## config.mk

```make
export PLATFORM = sky130hd
export DESIGN_NAME = switch_conditioner
export DESIGN_NICKNAME = d
export VERILOG_FILES = /design/src/rtl/switch_conditioner_pkg.sv /design/src/rtl/switch_conditioner_debounce_channel.sv /design/src/rtl/switch_conditioner.sv
export SDC_FILE = /design/constraint.sdc
export NUM_CORES = 1
export LEC_CHECK = 0
export BUFFER_PORTS_ARGS = -buffer_cell sky130_fd_sc_hd__buf_2
export CORE_ASPECT_RATIO = 0.7
export CORE_MARGIN = 2
export CORE_UTILIZATION = 40
export CTS_BUF_LIST = sky130_fd_sc_hd__clkbuf_8
export DETAILED_ROUTE_END_ITERATION = 8
export SLEW_MARGIN = 20
export SYNTH_ARGS = -nofsm -noshare
export SYNTH_HDL_FRONTEND = slang
export SYNTH_SLANG_ARGS = --single-unit
```

## constraint.sdc

```tcl
create_clock -name clk -period 3.6 [get_ports clk]
set_input_delay 0.36 -clock clk [delete_from_list [all_inputs] [get_ports clk]]
set_output_delay 0.36 -clock clk [all_outputs]
set_load 0.05 [all_outputs]
```

## src/rtl/switch_conditioner_pkg.sv

```systemverilog
// -----------------------------------------------------------------------------
// switch_conditioner_pkg
// Shared types and constants for the stopwatch switch conditioner.
//   db_state_t        : per-channel debounce FSM state encoding
//   CH_*              : bit positions of each switch within the channel vector
//   DB_CYCLES_DEFAULT : default debounce length (10 ms at 50 MHz)
// -----------------------------------------------------------------------------
package switch_conditioner_pkg;

    typedef enum logic [1:0] {
        LOW       = 2'd0,
        LOW_PEND  = 2'd1,
        HIGH      = 2'd2,
        HIGH_PEND = 2'd3
    } db_state_t;

    localparam int CH_MODE0 = 0;
    localparam int CH_MODE1 = 1;
    localparam int CH_PAUSE = 2;
    localparam int CH_RESET = 3;

    localparam int DB_CYCLES_DEFAULT = 500000;

endpackage

```

## src/rtl/switch_conditioner_debounce_channel.sv

```systemverilog
// -----------------------------------------------------------------------------
// switch_conditioner_debounce_channel
// One switch channel: synchroniser chain, debounce counter and 4-state FSM.
// Ports:
//   i_clk       : system clock
//   i_reset     : synchronous active-high reset
//   i_raw       : asynchronous raw switch level
//   o_clean     : debounced level (registered)
//   o_rise      : one-cycle strobe on clean 0->1 (registered)
//   o_fall      : one-cycle strobe on clean 1->0 (registered)
//   o_rise_nxt  : value o_rise takes at the next edge (feeds the top-level OR)
//   o_fall_nxt  : value o_fall takes at the next edge (feeds the top-level OR)
// -----------------------------------------------------------------------------
module switch_conditioner_debounce_channel
    import switch_conditioner_pkg::*;
#(
    parameter int SYNC_STAGES = 2,
    parameter int DB_CYCLES   = DB_CYCLES_DEFAULT
)(
    input  logic i_clk,
    input  logic i_reset,
    input  logic i_raw,
    output logic o_clean,
    output logic o_rise,
    output logic o_fall,
    output logic o_rise_nxt,
    output logic o_fall_nxt
);

    localparam int              CNT_W    = $clog2(DB_CYCLES + 1);
    localparam logic [CNT_W-1:0] CNT_ZERO = CNT_W'(0);
    localparam logic [CNT_W-1:0] CNT_ONE  = CNT_W'(1);
    // The count that, when seen with a still-stable input, completes qualification.
    localparam logic [CNT_W-1:0] CNT_LAST = CNT_W'(DB_CYCLES - 1);

    logic [SYNC_STAGES-1:0] r_sync;
    logic                   w_s;
    db_state_t              r_state;
    db_state_t              w_state_nxt;
    logic [CNT_W-1:0]       r_cnt;
    logic [CNT_W-1:0]       w_cnt_nxt;
    logic                   w_clean_nxt;
    logic                   w_rise_nxt;
    logic                   w_fall_nxt;
    logic                   r_clean;
    logic                   r_rise;
    logic                   r_fall;

    // Synchroniser chain: raw enters at bit 0, the top bit is the qualified sample.
    always_ff @(posedge i_clk) begin
        if (i_reset) begin
            r_sync <= '0;
        end else begin
            r_sync <= {r_sync[SYNC_STAGES-2:0], i_raw};
        end
    end

    assign w_s = r_sync[SYNC_STAGES-1];

    // FSM state, counter and registered outputs.
    always_ff @(posedge i_clk) begin
        if (i_reset) begin
            r_state <= LOW;
            r_cnt   <= CNT_ZERO;
            r_clean <= 1'b0;
            r_rise  <= 1'b0;
            r_fall  <= 1'b0;
        end else begin
            r_state <= w_state_nxt;
            r_cnt   <= w_cnt_nxt;
            r_clean <= w_clean_nxt;
            r_rise  <= w_rise_nxt;
            r_fall  <= w_fall_nxt;
        end
    end

    // Next-state and strobe decode; any disagreement while pending restarts from the settled state.
    always_comb begin
        w_state_nxt = r_state;
        w_cnt_nxt   = r_cnt;
        w_rise_nxt  = 1'b0;
        w_fall_nxt  = 1'b0;
        case (r_state)
            LOW: begin
                if (w_s) begin
                    if (DB_CYCLES == 1) begin
                        w_state_nxt = HIGH;
                        w_cnt_nxt   = CNT_ZERO;
                        w_rise_nxt  = 1'b1;
                    end else begin
                        w_state_nxt = LOW_PEND;
                        w_cnt_nxt   = CNT_ONE;
                    end
                end else begin
                    w_cnt_nxt = CNT_ZERO;
                end
            end
            LOW_PEND: begin
                if (!w_s) begin
                    w_state_nxt = LOW;
                    w_cnt_nxt   = CNT_ZERO;
                end else if (r_cnt == CNT_LAST) begin
                    w_state_nxt = HIGH;
                    w_cnt_nxt   = CNT_ZERO;
                    w_rise_nxt  = 1'b1;
                end else begin
                    w_cnt_nxt = r_cnt + CNT_ONE;
                end
            end
            HIGH: begin
                if (!w_s) begin
                    if (DB_CYCLES == 1) begin
                        w_state_nxt = LOW;
                        w_cnt_nxt   = CNT_ZERO;
                        w_fall_nxt  = 1'b1;
                    end else begin
                        w_state_nxt = HIGH_PEND;
                        w_cnt_nxt   = CNT_ONE;
                    end
                end else begin
                    w_cnt_nxt = CNT_ZERO;
                end
            end
            HIGH_PEND: begin
                if (w_s) begin
                    w_state_nxt = HIGH;
                    w_cnt_nxt   = CNT_ZERO;
                end else if (r_cnt == CNT_LAST) begin
                    w_state_nxt = LOW;
                    w_cnt_nxt   = CNT_ZERO;
                    w_fall_nxt  = 1'b1;
                end else begin
                    w_cnt_nxt = r_cnt + CNT_ONE;
                end
            end
            default: begin
                w_state_nxt = LOW;
                w_cnt_nxt   = CNT_ZERO;
            end
        endcase
        w_clean_nxt = (w_state_nxt == HIGH) || (w_state_nxt == HIGH_PEND);
    end

    assign o_clean    = r_clean;
    assign o_rise     = r_rise;
    assign o_fall     = r_fall;
    assign o_rise_nxt = w_rise_nxt;
    assign o_fall_nxt = w_fall_nxt;

endmodule

```

## src/rtl/switch_conditioner.sv

```systemverilog
// -----------------------------------------------------------------------------
// switch_conditioner
// Synchronises and debounces the stopwatch switches (mode0, mode1, pause,
// reset) and provides clean levels plus single-cycle edge strobes.
// Ports:
//   clk          : system clock (same as the processor)
//   reset        : synchronous active-high reset
//   raw_i        : raw asynchronous switch levels from the board
//   clean_o      : debounced synchronised levels
//   rise_o       : one-cycle strobe per channel on clean 0->1
//   fall_o       : one-cycle strobe per channel on clean 1->0
//   any_change_o : OR of all strobes, aligned with them
// -----------------------------------------------------------------------------
module switch_conditioner
    import switch_conditioner_pkg::*;
#(
    parameter int N_CH        = 4,
    parameter int SYNC_STAGES = 2,
    parameter int DB_CYCLES   = DB_CYCLES_DEFAULT
)(
    input  logic            clk,
    input  logic            reset,
    input  logic [N_CH-1:0] raw_i,
    output logic [N_CH-1:0] clean_o,
    output logic [N_CH-1:0] rise_o,
    output logic [N_CH-1:0] fall_o,
    output logic            any_change_o
);

    logic [N_CH-1:0] w_rise_nxt;
    logic [N_CH-1:0] w_fall_nxt;
    logic            r_any;

    for (genvar g = 0; g < N_CH; g++) begin : g_ch
        switch_conditioner_debounce_channel #(
            .SYNC_STAGES (SYNC_STAGES),
            .DB_CYCLES   (DB_CYCLES)
        ) u_ch (
            .i_clk      (clk),
            .i_reset    (reset),
            .i_raw      (raw_i[g]),
            .o_clean    (clean_o[g]),
            .o_rise     (rise_o[g]),
            .o_fall     (fall_o[g]),
            .o_rise_nxt (w_rise_nxt[g]),
            .o_fall_nxt (w_fall_nxt[g])
        );
    end

    // Combined change flag, built from next-cycle strobes so it lands with them.
    always_ff @(posedge clk) begin
        if (reset) begin
            r_any <= 1'b0;
        end else begin
            r_any <= |(w_rise_nxt | w_fall_nxt);
        end
    end

    assign any_change_o = r_any;

endmodule

```

==> Implementation_results.wiki <==
{| class="wikitable"
! Metric !! Value
|-
| Mapped Cells || 472
|-
| Most used DFF post-synth || dfxtp_1
|-
| Clock Latency Late Sink || 0.36 ns
|-
| Data arrival time of the worst path || 2.34 ns
|-
| Fraction of the mapped netlist area in adder cells || 1.15%
|-
| Clock tree from TritonCTS || yes
|-
| Count of cell types in the netlist || 44
|-
| Routed met3 length || 320 um
|-
| Floorplan die area || 11,700 um^2
|-
| Number of filler instances in the final layout || 1,032
|-
| Total number of vias || 3,043
|-
| Pin count of the biggest net entering global routing || 29
|-
| Syn Std Cell Area || 4350 um^2
|-
| Path type of the worst min-delay path || in2reg
|-
| Number of buffers added to fix hold violations after cts || 0
|-
| Detailed Routing Iterations Pass 1 || 4
|-
| YS warnings || 0
|-
| Die outline width || 129 um
|-
| Fraction of layout cells with a size suffix above 1 || 8.42%
|-
| Clock buffers created by TritonCTS || 9
|-
| WL met2 || 3070 um
|-
| Num Clock Sinks || 105
|-
| Io pins || 19
|-
| Total buffers and inverters traversed by the critical path || 0
|-
| Lkg Pwr || 1.59 nW
|-
| P&R area growth vs syn || 7.34%
|-
| Final Core Density || 44.6%
|-
| Slowest CP cell || nand3b_1
|-
| Fraction of registers with async set or reset after synthesis || 0%
|-
| Count of buffers from port buffering || 18
|-
| CP max stage delay || 0.52 ns
|-
| Wire length of the first global-routing pass || 12,900 um
|-
| Multiplexer share of the synthesized area || 0.691%
|-
| Clock-pin slew on the worst setup and hold paths || 0.10 ns
|-
| Element type at the critical path start || flop
|-
| Nets in the synthesized netlist || 482
|-
| Final count of hold timing violations || 0
|-
| Core area || 10,500 um^2
|-
| Wire length the detailed router placed on met1 || 4080 um
|-
| Routed wire length || 7530 um
|-
| Worst path cell trace || ha_1 -> nand3_1 -> nor3_1 -> and2_1 -> nand3b_1 -> nor2_1
|-
| Register Area || 2100 um^2
|-
| Routability cong. || 0.794
|-
| Post-synthesis xor/xnor area fraction || 14.5%
|-
| Most common library cell in the layout ignoring fill and taps || dfxtp_1
|-
| Crit path capture type || flop
|-
| Root buffer cell || clkbuf_8
|-
| Slew at the pin closest to its max-slew limit || 0.694 ns
|-
| Maximum level of the CTS H-tree || 3
|-
| Diodes inserted || 0
|-
| Number of flops mapped to enable cells by yosys || 0
|-
| Critical path fanouts, max || 18
|-
| Sum of negative setup slack || 0 ns
|-
| Initial core utilization || 41.5%
|-
| Combinational family with the most area after synthesis || simple AND/OR/NAND/NOR gates
|-
| Final setup violation count || 0
|-
| Achievable clock frequency || 475 MHz
|-
| Relative max-transition margin || 53.6%
|-
| Count of pins over their slew limit || 0
|-
| Sequential share of the synthesized area || 48.4%
|-
| Final Cycle Share || 58.5%
|-
| Synthesized area per cell || 9.21 um^2
|-
| Per-cell routed wire length || 12.2 um
|-
| Y dimension of the die || 91.2 um
|-
| Minimum period implied by the final worst setup slack || 2.10 ns
|-
| Congestion Overflow GR || 0
|-
| Antenna-violating nets left || 0
|-
| Via density || 4.92
|-
| Clock Skews || 0.00869 ns
|-
| Num rows || 31
|-
| Compound-cell area share of the yosys netlist || 1.44%
|-
| Power density normalized to cell area || 407 nW/um^2
|-
| Basic-gate share of the synthesized area counting and, or, nand and nor cells || 30.3%
|-
| Post-cts sizing count || 0
|-
| Highest metal used || met4
|-
| Initial detailed-routing violation count || 204
|-
| Register bit total from synthesis || 105
|-
| Family of cells with the greatest summed delay on the critical path || simple AND/OR/NAND/NOR gates
|-
| Initial antenna violation count || 0
|-
| Via count of the first global-routing pass || 2,776
|-
| Post-detailed-route DRC marker count || 0
|-
| Run status || completed
|-
| Classification of the worst setup path || reg2reg
|-
| Most used cells in the layout excluding fill and tap cells || 105 x dfxtp_1, 97 x nor2_1, 48 x xor2_1
|-
| Number of buffers inserted to repair setup after CTS || 0
|-
| Peak VDD IR || 158 uV
|-
| Post-detailed-placement half-perimeter wirelength || 5400 um
|-
| Maximum clock insertion buffer count || 2
|-
| Data required time at the worst endpoint || 3.83 ns
|-
| Area used by multi-input combinational logic || 2090 um^2
|-
| Max Cap Violations || 0
|-
| NumNets Final || 492
|-
| Tot GR Track Use || 13.6%
|-
| Setup repair after global routing missed its margin || false
|}
routing by layer:
| layer | up-vias | global-route usage, % |
|---|---|---|
| li1 | 1597 | - |
| met2 | 41 | 18.4 |
| met1 | 1398 | 20.4 |
| met5 | - | 0 |
| met3 | 7 | 4.71 |
| met4 | 0 | 3.71 |
cell families after synthesis:
logic type	count (synthesis)
flip-flops	105
AND/OR/NAND/NOR	251
XOR/XNOR	72
AO/OA/AOI/OAI	10
buffers and inverters	27
multiplexers	3
adder cells (fa/ha/maj)	4
stage by stage:
stage	hold WS [ns]	worst slack, ns	power (mW)	instances	instance area, um^2
floorplan	0.414	1.79	1.21	472	4350
global placement	0.423	1.62	1.22	603	4480
detailed placement	0.425	1.49	1.22	603	4480
CTS	0.182	1.48	1.92	619	4670
global route	0.179	1.26	1.98	619	4670
finish	0.202	1.50	1.90	619	4670
path summary, 6_finish.rpt:
check                              start                     end  slack (ns)  depth (start not counted)
setup reg to reg   g_ch[2].u_ch.r_cnt[0]  g_ch[2].u_ch.r_cnt[16]        1.50                          6
hold / removal                  raw_i[2]  g_ch[2].u_ch.r_sync[0]        0.20                          2
hold reg to reg   g_ch[1].u_ch.r_sync[0]  g_ch[1].u_ch.r_sync[1]        0.45                          1
setup / recovery   g_ch[2].u_ch.r_cnt[0]  g_ch[2].u_ch.r_cnt[16]        1.50                          6
area by class of cell:
cell class	count	area share, %
sequential	105	45.1
inverter	8	0.644
tap	132	3.54
clock inverter	6	1.10
clock buffer	10	2.95
timing repair buffer	18	1.93
multi-input combinational	340	44.8
sequential cells by signal, summed over array words and instances (netlist names):
name / flops
g_ch.u_ch.o_fall: 4
g_ch.u_ch.r_sync: 8
g_ch.u_ch.o_rise: 4
g_ch.u_ch.r_cnt: 76
any_change_o: 1
g_ch.u_ch.o_clean: 4
g_ch.u_ch.r_state: 8
report_power, final:
| part | internal [mW] | switching, mW |
|---|---|---|
| registers | 1.17 | 0.00553 |
| logic | 0.00800 | 0.00944 |
| clock network | 0.331 | 0.377 |
Yosys cell counts (all sizes together), types with 3 or more instances:
| library cell | instances | area (um^2) |
|---|---|---|
| a21oi | 4 | 20.0 |
| and2 | 6 | 37.5 |
| and3 | 9 | 62.6 |
| and4 | 8 | 70.1 |
| buf | 15 | 110 |
| clkbuf | 4 | 15.0 |
| dfxtp | 105 | 2100 |
| ha | 4 | 50.1 |
| inv | 8 | 30.0 |
| mux2i | 3 | 30.0 |
| nand2 | 28 | 108 |
| nand2b | 5 | 31.3 |
| nand3 | 31 | 160 |
| nand4 | 21 | 131 |
| nor2 | 97 | 364 |
| nor2b | 10 | 62.6 |
| nor3 | 10 | 50.1 |
| nor4 | 6 | 50.0 |
| nor4b | 4 | 35.0 |
| xnor2 | 24 | 210 |
| xor2 | 48 | 420 |
Note: power is estimated with default switching activity, not from simulation.
